$ cat config.mk
export PLATFORM = sky130hd
export DESIGN_NAME = dds_voice_engine
export DESIGN_NICKNAME = d
export VERILOG_FILES = /design/src/rtl/tone_gen_pkg.sv /design/src/rtl/sat_add_w.sv /design/src/rtl/dds_voice_engine.sv
export SDC_FILE = /design/constraint.sdc
export NUM_CORES = 1
export LEC_CHECK = 0
export ABC_AREA = 1
export BUFFER_PORTS_ARGS = -buffer_cell sky130_fd_sc_hd__buf_2
export CAP_MARGIN = 20
export CORE_UTILIZATION = 54
export CTS_BUF_LIST = sky130_fd_sc_hd__clkbuf_2 sky130_fd_sc_hd__clkbuf_4 sky130_fd_sc_hd__clkbuf_8
export CTS_CLUSTER_DIAMETER = 100
export DETAILED_ROUTE_END_ITERATION = 8
export GPL_TIMING_DRIVEN = 0
export MAX_ROUTING_LAYER = met4
export PLACE_DENSITY = 0.68
export SYNTH_ARGS = -nofsm -noshare
export SYNTH_HDL_FRONTEND = slang
export SYNTH_SLANG_ARGS = --single-unit
$ cat constraint.sdc
create_clock -name clk_in -period 6.8 [get_ports clk_in]
set_input_delay 0.68 -clock clk_in [delete_from_list [all_inputs] [get_ports clk_in]]
set_output_delay 0.68 -clock clk_in [all_outputs]
set_load 0.01 [all_outputs]
$ cat src/rtl/tone_gen_pkg.sv
// Shared constants for the DDS voice engine: register map, wave types,
// FSM states, duty-pattern table and noise LFSR settings.
package tone_gen_pkg;

  localparam logic [1:0] REG_INCR = 2'd0;
  localparam logic [1:0] REG_VOL  = 2'd1;
  localparam logic [1:0] REG_WAVE = 2'd2;
  localparam logic [1:0] REG_RATE = 2'd3;

  localparam logic [2:0] WAVE_D50 = 3'd0;
  localparam logic [2:0] WAVE_D12 = 3'd1;
  localparam logic [2:0] WAVE_D25 = 3'd2;
  localparam logic [2:0] WAVE_D37 = 3'd3;
  localparam logic [2:0] WAVE_D62 = 3'd4;
  localparam logic [2:0] WAVE_D75 = 3'd5;
  localparam logic [2:0] WAVE_D87 = 3'd6;
  localparam logic [2:0] WAVE_ALT = 3'd7;

  typedef enum logic [1:0] {
    ST_IDLE,
    ST_PHASE,
    ST_MIX,
    ST_DONE
  } state_t;

  // Row w is wave type w; the row's MSB is phase index 0.
  localparam logic [7:0][7:0] DUTY_LUT = {
    8'b00011001, 8'b01111111, 8'b00111111, 8'b00011111,
    8'b00000111, 8'b00000011, 8'b00000001, 8'b00001111
  };

  localparam logic [14:0] LFSR_SEED = 15'h0001;
  localparam logic [14:0] LFSR_TAPS = 15'h6000;

  function automatic logic duty_bit(input logic [2:0] wtype, input logic [2:0] ph);
    logic [7:0] row;
    row = DUTY_LUT[wtype];
    return row[3'd7 - ph];
  endfunction

endpackage

$ cat src/rtl/sat_add_w.sv
// Signed adder of parametrised width; clamps to the most positive or most
// negative value on overflow when sat_en is high, otherwise wraps.
module sat_add_w #(
  parameter int unsigned W = 16
) (
  input  logic signed [W-1:0] a,
  input  logic signed [W-1:0] b,
  input  logic                sat_en,
  output logic signed [W-1:0] y
);

  logic [W:0] full;

  always_comb begin
    full = {a[W-1], a} + {b[W-1], b};
    y    = full[W-1:0];
    if (sat_en && (full[W] != full[W-1])) begin
      y = full[W] ? {1'b1, {(W-1){1'b0}}} : {1'b0, {(W-1){1'b1}}};
    end
  end

endmodule

$ cat src/rtl/dds_voice_engine.sv
// NUM_CH-voice DDS engine: phase/envelope update then saturating mix, once per
// sample tick. Define NOISE_WAVE_EN to make wave type 7 an LFSR noise source.
module dds_voice_engine
  import tone_gen_pkg::*;
#(
  parameter  int unsigned NUM_CH    = 4,
  parameter  int unsigned ACC_W     = 16,
  parameter  int unsigned VOL_W     = 8,
  parameter  int unsigned OUT_W     = 16,
  parameter  int unsigned MIX_SHIFT = 2,
  localparam int unsigned CH_AW     = $clog2(NUM_CH)
) (
  input  logic             clk_in,
  input  logic             reset_n_in,
  input  logic             sample_tick_in,
  input  logic [ACC_W-1:0] data_in,
  input  logic [CH_AW+1:0] addr_in,
  input  logic             data_valid_in,
  output logic [OUT_W-1:0] data_out,
  output logic             data_valid_out,
  output logic             busy_out,
  output logic             overrun_out
);

  state_t state, state_nxt;
  logic [CH_AW-1:0] idx;
  logic             last_idx;
  logic             tick_accept;

  logic [ACC_W-1:0] sh_incr [NUM_CH];
  logic [VOL_W-1:0] sh_vol  [NUM_CH];
  logic [2:0]       sh_wave [NUM_CH];
  logic [VOL_W-1:0] sh_rate [NUM_CH];
  logic [ACC_W-1:0] a_incr  [NUM_CH];
  logic [VOL_W-1:0] a_vol   [NUM_CH];
  logic [2:0]       a_wave  [NUM_CH];
  logic [VOL_W-1:0] a_rate  [NUM_CH];
  logic [ACC_W-1:0] acc     [NUM_CH];
  logic [VOL_W-1:0] env     [NUM_CH];
  logic [NUM_CH-1:0] wave_bit;

  logic [ACC_W-1:0]        acc_nxt;
  logic [VOL_W-1:0]        env_nxt;
  logic [VOL_W:0]          env_up;
  logic                    wave_nxt;
  logic [OUT_W-1:0]        amp;
  logic signed [OUT_W-1:0] mix_raw, mix_v, sum, sum_nxt;

  assign last_idx    = (idx == CH_AW'(NUM_CH - 1));
  assign tick_accept = (state == ST_IDLE) && sample_tick_in;
  assign busy_out    = (state != ST_IDLE);
  assign overrun_out = sample_tick_in && (state != ST_IDLE);

  always_ff @(posedge clk_in or negedge reset_n_in) begin
    if (!reset_n_in) state <= ST_IDLE;
    else             state <= state_nxt;
  end

  always_comb begin
    state_nxt = state;
    unique case (state)
      ST_IDLE:  if (sample_tick_in) state_nxt = ST_PHASE;
      ST_PHASE: if (last_idx) state_nxt = ST_MIX;
      ST_MIX:   if (last_idx) state_nxt = ST_DONE;
      ST_DONE:  state_nxt = ST_IDLE;
      default:  state_nxt = ST_IDLE;
    endcase
  end

  always_ff @(posedge clk_in or negedge reset_n_in) begin
    if (!reset_n_in) begin
      for (int unsigned i = 0; i < NUM_CH; i++) begin
        sh_incr[i] <= '0;
        sh_vol[i]  <= '0;
        sh_wave[i] <= '0;
        sh_rate[i] <= '0;
      end
    end else if (data_valid_in) begin
      unique case (addr_in[CH_AW+1:CH_AW])
        REG_INCR: sh_incr[addr_in[CH_AW-1:0]] <= data_in;
        REG_VOL:  sh_vol[addr_in[CH_AW-1:0]]  <= data_in[VOL_W-1:0];
        REG_WAVE: sh_wave[addr_in[CH_AW-1:0]] <= data_in[2:0];
        REG_RATE: sh_rate[addr_in[CH_AW-1:0]] <= data_in[VOL_W-1:0];
        default:  ;
      endcase
    end
  end

`ifdef NOISE_WAVE_EN
  logic [14:0]       lfsr;
  logic [NUM_CH-1:0] noise_bit;
  logic              carry, noise_nxt;

  always_ff @(posedge clk_in or negedge reset_n_in) begin
    if (!reset_n_in) lfsr <= LFSR_SEED;
    else             lfsr <= {lfsr[13:0], ^(lfsr & LFSR_TAPS)};
  end

  always_ff @(posedge clk_in or negedge reset_n_in) begin
    if (!reset_n_in)              noise_bit      <= '0;
    else if (state == ST_PHASE)   noise_bit[idx] <= noise_nxt;
  end
`endif

  // Phase, envelope and wave-bit update for the voice selected by idx.
  always_comb begin
`ifdef NOISE_WAVE_EN
    {carry, acc_nxt} = {1'b0, acc[idx]} + {1'b0, a_incr[idx]};
    noise_nxt        = carry ? lfsr[0] : noise_bit[idx];
    wave_nxt         = (a_wave[idx] == WAVE_ALT) ? noise_nxt
                     : duty_bit(a_wave[idx], acc_nxt[ACC_W-1 -: 3]);
`else
    acc_nxt  = acc[idx] + a_incr[idx];
    wave_nxt = duty_bit(a_wave[idx], acc_nxt[ACC_W-1 -: 3]);
`endif
    env_up  = {1'b0, env[idx]} + {1'b0, a_rate[idx]};
    env_nxt = env[idx];
    if (a_rate[idx] == '0) begin
      env_nxt = a_vol[idx];
    end else if (env[idx] < a_vol[idx]) begin
      env_nxt = (env_up > {1'b0, a_vol[idx]}) ? a_vol[idx] : env_up[VOL_W-1:0];
    end else if (env[idx] > a_vol[idx]) begin
      env_nxt = ((env[idx] < a_rate[idx]) || ((env[idx] - a_rate[idx]) < a_vol[idx]))
              ? a_vol[idx] : (env[idx] - a_rate[idx]);
    end
  end

  // Envelope bits repeat MSB-first across the positive magnitude field.
  always_comb begin
    amp = '0;
    for (int unsigned j = 0; j < OUT_W - 1; j++) begin
      amp[OUT_W-2-j] = env[idx][VOL_W-1-(j % VOL_W)];
    end
    mix_raw = wave_bit[idx] ? amp : ~amp;
    mix_v   = mix_raw >>> MIX_SHIFT;
  end

  sat_add_w #(.W(OUT_W)) u_mix_add (
    .a      (sum),
    .b      (mix_v),
    .sat_en (1'b1),
    .y      (sum_nxt)
  );

  always_ff @(posedge clk_in or negedge reset_n_in) begin
    if (!reset_n_in) begin
      idx            <= '0;
      sum            <= '0;
      data_out       <= '0;
      data_valid_out <= 1'b0;
      wave_bit       <= '0;
      for (int unsigned i = 0; i < NUM_CH; i++) begin
        a_incr[i] <= '0;
        a_vol[i]  <= '0;
        a_wave[i] <= '0;
        a_rate[i] <= '0;
        acc[i]    <= '0;
        env[i]    <= '0;
      end
    end else begin
      data_valid_out <= 1'b0;
      if (tick_accept) begin
        idx    <= '0;
        sum    <= '0;
        a_incr <= sh_incr;
        a_vol  <= sh_vol;
        a_wave <= sh_wave;
        a_rate <= sh_rate;
      end
      if (state == ST_PHASE || state == ST_MIX) begin
        idx <= last_idx ? '0 : idx + 1'b1;
      end
      if (state == ST_PHASE) begin
        acc[idx]      <= acc_nxt;
        env[idx]      <= env_nxt;
        wave_bit[idx] <= wave_nxt;
      end
      if (state == ST_MIX) begin
        sum <= sum_nxt;
        if (last_idx) begin
          data_out       <= sum_nxt;
          data_valid_out <= 1'b1;
        end
      end
    end
  end

endmodule

==> impl_metrics.py <==
metrics = {
    "synthesis": {
        "yosys_warnings": 0,
        "synth_nets": 2660,
        "ys_seq_area_share_pct": 50.7,
        "syn_avg_cell_area_um2": 8.07,
        "ys_async_sr_fraction_pct": 100,
        "syn_inst": 2551,
        "synthesis.area_mm2": 0.0206,
        "synth_seq_cells": 417,
        "synth_edf_count": 0,
        "synth_ff_type": "dfrtp_1",
        "ys_top_cells_by_area": "dfrtp_1 51%, nand2_1 19%, o21ai_0 7.1%",
        "synth_top_area_share_pct": 50.7,
        "ys_types": 48,
        "synth.largest_area_cell": "dfrtp_1",
    },
    "timing": {
        "timing.hold.ws_ns": 0.0799,
        "slew_viol_final": 0,
        "tns_ns": 0,
        "skew_ns": 0.0333,
        "rsz0062_at_grt": "no",
        "max_clock_freq_ghz": 0.186,
        "hold_viol": 0,
        "tightest_slew_ns": 1.03,
        "setup_viol_count_final": 0,
        "fin_crit_sh_pct": 79.0,
        "layout_min_cycle_time_ns": 5.37,
        "slew_headroom_pct": 31.6,
    },
    "floorplanning": {
        "core_area_mm2": 0.0376,
        "fp.dieArea_mm2": 0.0389,
        "start_util_pct": 54.8,
        "io_pins": 43,
        "die_w_um": 197,
        "row_count": 71,
        "die_h_um": 197,
    },
    "clock_tree": {
        "clock_path_buffers": 3,
        "clock_sinks": 417,
        "clk_latency_ns": 0.64,
        "cts_hold_buffers": 0,
        "cts.clk_slew.worst_paths_ns": 0.06,
        "cts_resized": 0,
        "cts_tree": "yes",
        "ctsHtreeMaxLevel": 3,
        "clockRootBuffer": "clkbuf_8",
        "post_cts_buffers": 0,
        "numCtsBuffers": 71,
    },
    "worst_setup_path": {
        "crit_path_frequent_cell": "nand2_1",
        "crit_slowest_cell": "o22ai_1",
        "critPathRequiredTime_ns": 7.31,
        "arrival_ns": 5.88,
        "end_kind": "register",
        "worstSetupStartpointType": "register",
        "crit_family": "buffers and inverters",
        "critPathKind": "reg -> reg",
        "crit_buf_inv": 8,
        "critPathMaxFanout": 10,
        "max_stage_delay_ns": 0.59,
    },
    "cells_and_area": {
        "final_cell_count_no_fill": 3230,
        "drive_gt1_share_pct": 8.64,
        "nets": 2778,
        "final_cell_mix": "1031 x nand2_1, 417 x dfrtp_1, 294 x o21ai_0, 117 x nor2_1, 116 x inv_1",
        "syn_to_final_growth_pct": 11.8,
        "multi_input_area_mm2": 0.00911,
        "insertedDiodeCount": 0,
        "fillers": 3442,
        "final_common_cell": "nand2_1",
        "post-route-util_pct": 61.3,
        "ff_latch_area_mm2": 0.0104,
    },
    "global_route": {
        "grt_max_degree": 126,
        "grt_pass1_wl_um": 93700,
        "antenna_found_initial": 0,
        "grt_util_all_layers_pct": 32.1,
        "grt_overflow": 0,
        "grt_pass1_vias": 17300,
    },
    "detailed_routing": {
        "routed_wl_um": 58800,
        "drtPass1Iterations": 8,
        "drt_iter0_drc": 1376,
        "wl_per_cell_um": 18.2,
        "routed-via-count": 17900,
        "ant_nets": 0,
        "drc": 0,
        "via_per_inst": 5.54,
    },
    "flow_run": {
        "cap_violations": 0,
    },
    "worst_hold_path": {
        "hold_class": "in -> async",
    },
    "placed_design": {
        "routabilityCongestion": 0.946,
        "post-place-cells": 3107,
        "hpwl_um": 41300,
        "io_buffers": 42,
    },
    "run_status": {
        "outcome": "finished, final reports clean",
    },
}
## synth_stat cells (all sizes together) (9+ instances only)
library cell,count
nor3,9
dfrtp,417
nand2,1050
inv,121
o22ai,38
ha,81
nand3,102
a31oi,11
xor2,26
a32oi,18
clkbuf,99
a21oi,68
o21ai,301
nor2,118
buf,32
xnor2,19
## final timing paths
| path | to | slack (ns) | start | cells past startpoint |
|---|---|---|---|---|
| worst max-delay path | env[10]$_DFFE_PN0P_ | 1.43 | idx[1]$_DFFE_PN0P_ | 28 |
| worst min-delay path | data_out[14]$_DFFE_PN0P_ | 0.08 | reset_n_in | 1 |
| worst max register to register | env[10]$_DFFE_PN0P_ | 1.43 | idx[1]$_DFFE_PN0P_ | 28 |
| worst min register to register | a_incr[28]$_DFFE_PN0P_ | 0.45 | sh_incr[28]$_DFFE_PN0P_ | 2 |
| max in group asynchronous | acc[58]$_DFFE_PN0P_ | 5.63 | reset_n_in | 2 |
| min in group clk_in | sh_vol[21]$_DFFE_PN0P_ | 0.35 | data_in[5] | 3 |
## through the flow
step                instance area (um^2)  worst slack [ns]
finish                             23000              1.43
detailed placement                 21500              1.54
CTS                                23000              1.52
global route                       23000              1.02
global placement                   21400             -3.13
floorplan                          20600              2.87
## layer usage
metal | vias to the layer above | track usage, % | wire [um]
met5 | - | - | 0
met4 | 0 | 9.99 | 1360
met3 | 107 | 5.11 | 3760
met2 | 610 | 50.6 | 27400
met1 | 8666 | 42.8 | 26300
li1 | 8505 | - | -
## flip-flops by register name (all words and copies together), names as in the netlist, 4 cells and up
signal,flops
acc,64
wave_bit,4
a_vol,32
data_out,16
sh_vol,32
sh_wave,12
sum,16
a_wave,12
env,32
sh_rate,32
sh_incr,64
a_incr,64
a_rate,32
## kinds of logic (layout without fill, tap and decap cells)
group	Yosys count	in the layout	share of synthesized area [%]
and+or+nand+nor	1295	1295	24.8
AOI/OAI and AO/OA	455	455	12.1
DFF	417	417	50.7
buffers and inverters	254	422	5.10
adders and majority gates	85	85	5.31
xor gates and xnor gates	45	45	1.99
## cell type report
class                      count  area share, %
buffer                       131           2.55
multi-input combinational   1880           39.6
timing repair buffer          45           1.32
sequential                   417           45.3
tap                          511           2.78
clock buffer                 112           5.99
inverter                     123           2.01
clock inverter                11          0.446
Power is not shown: default switching activity piles up to over one toggle a cycle in this logic, so the estimate is an artifact.
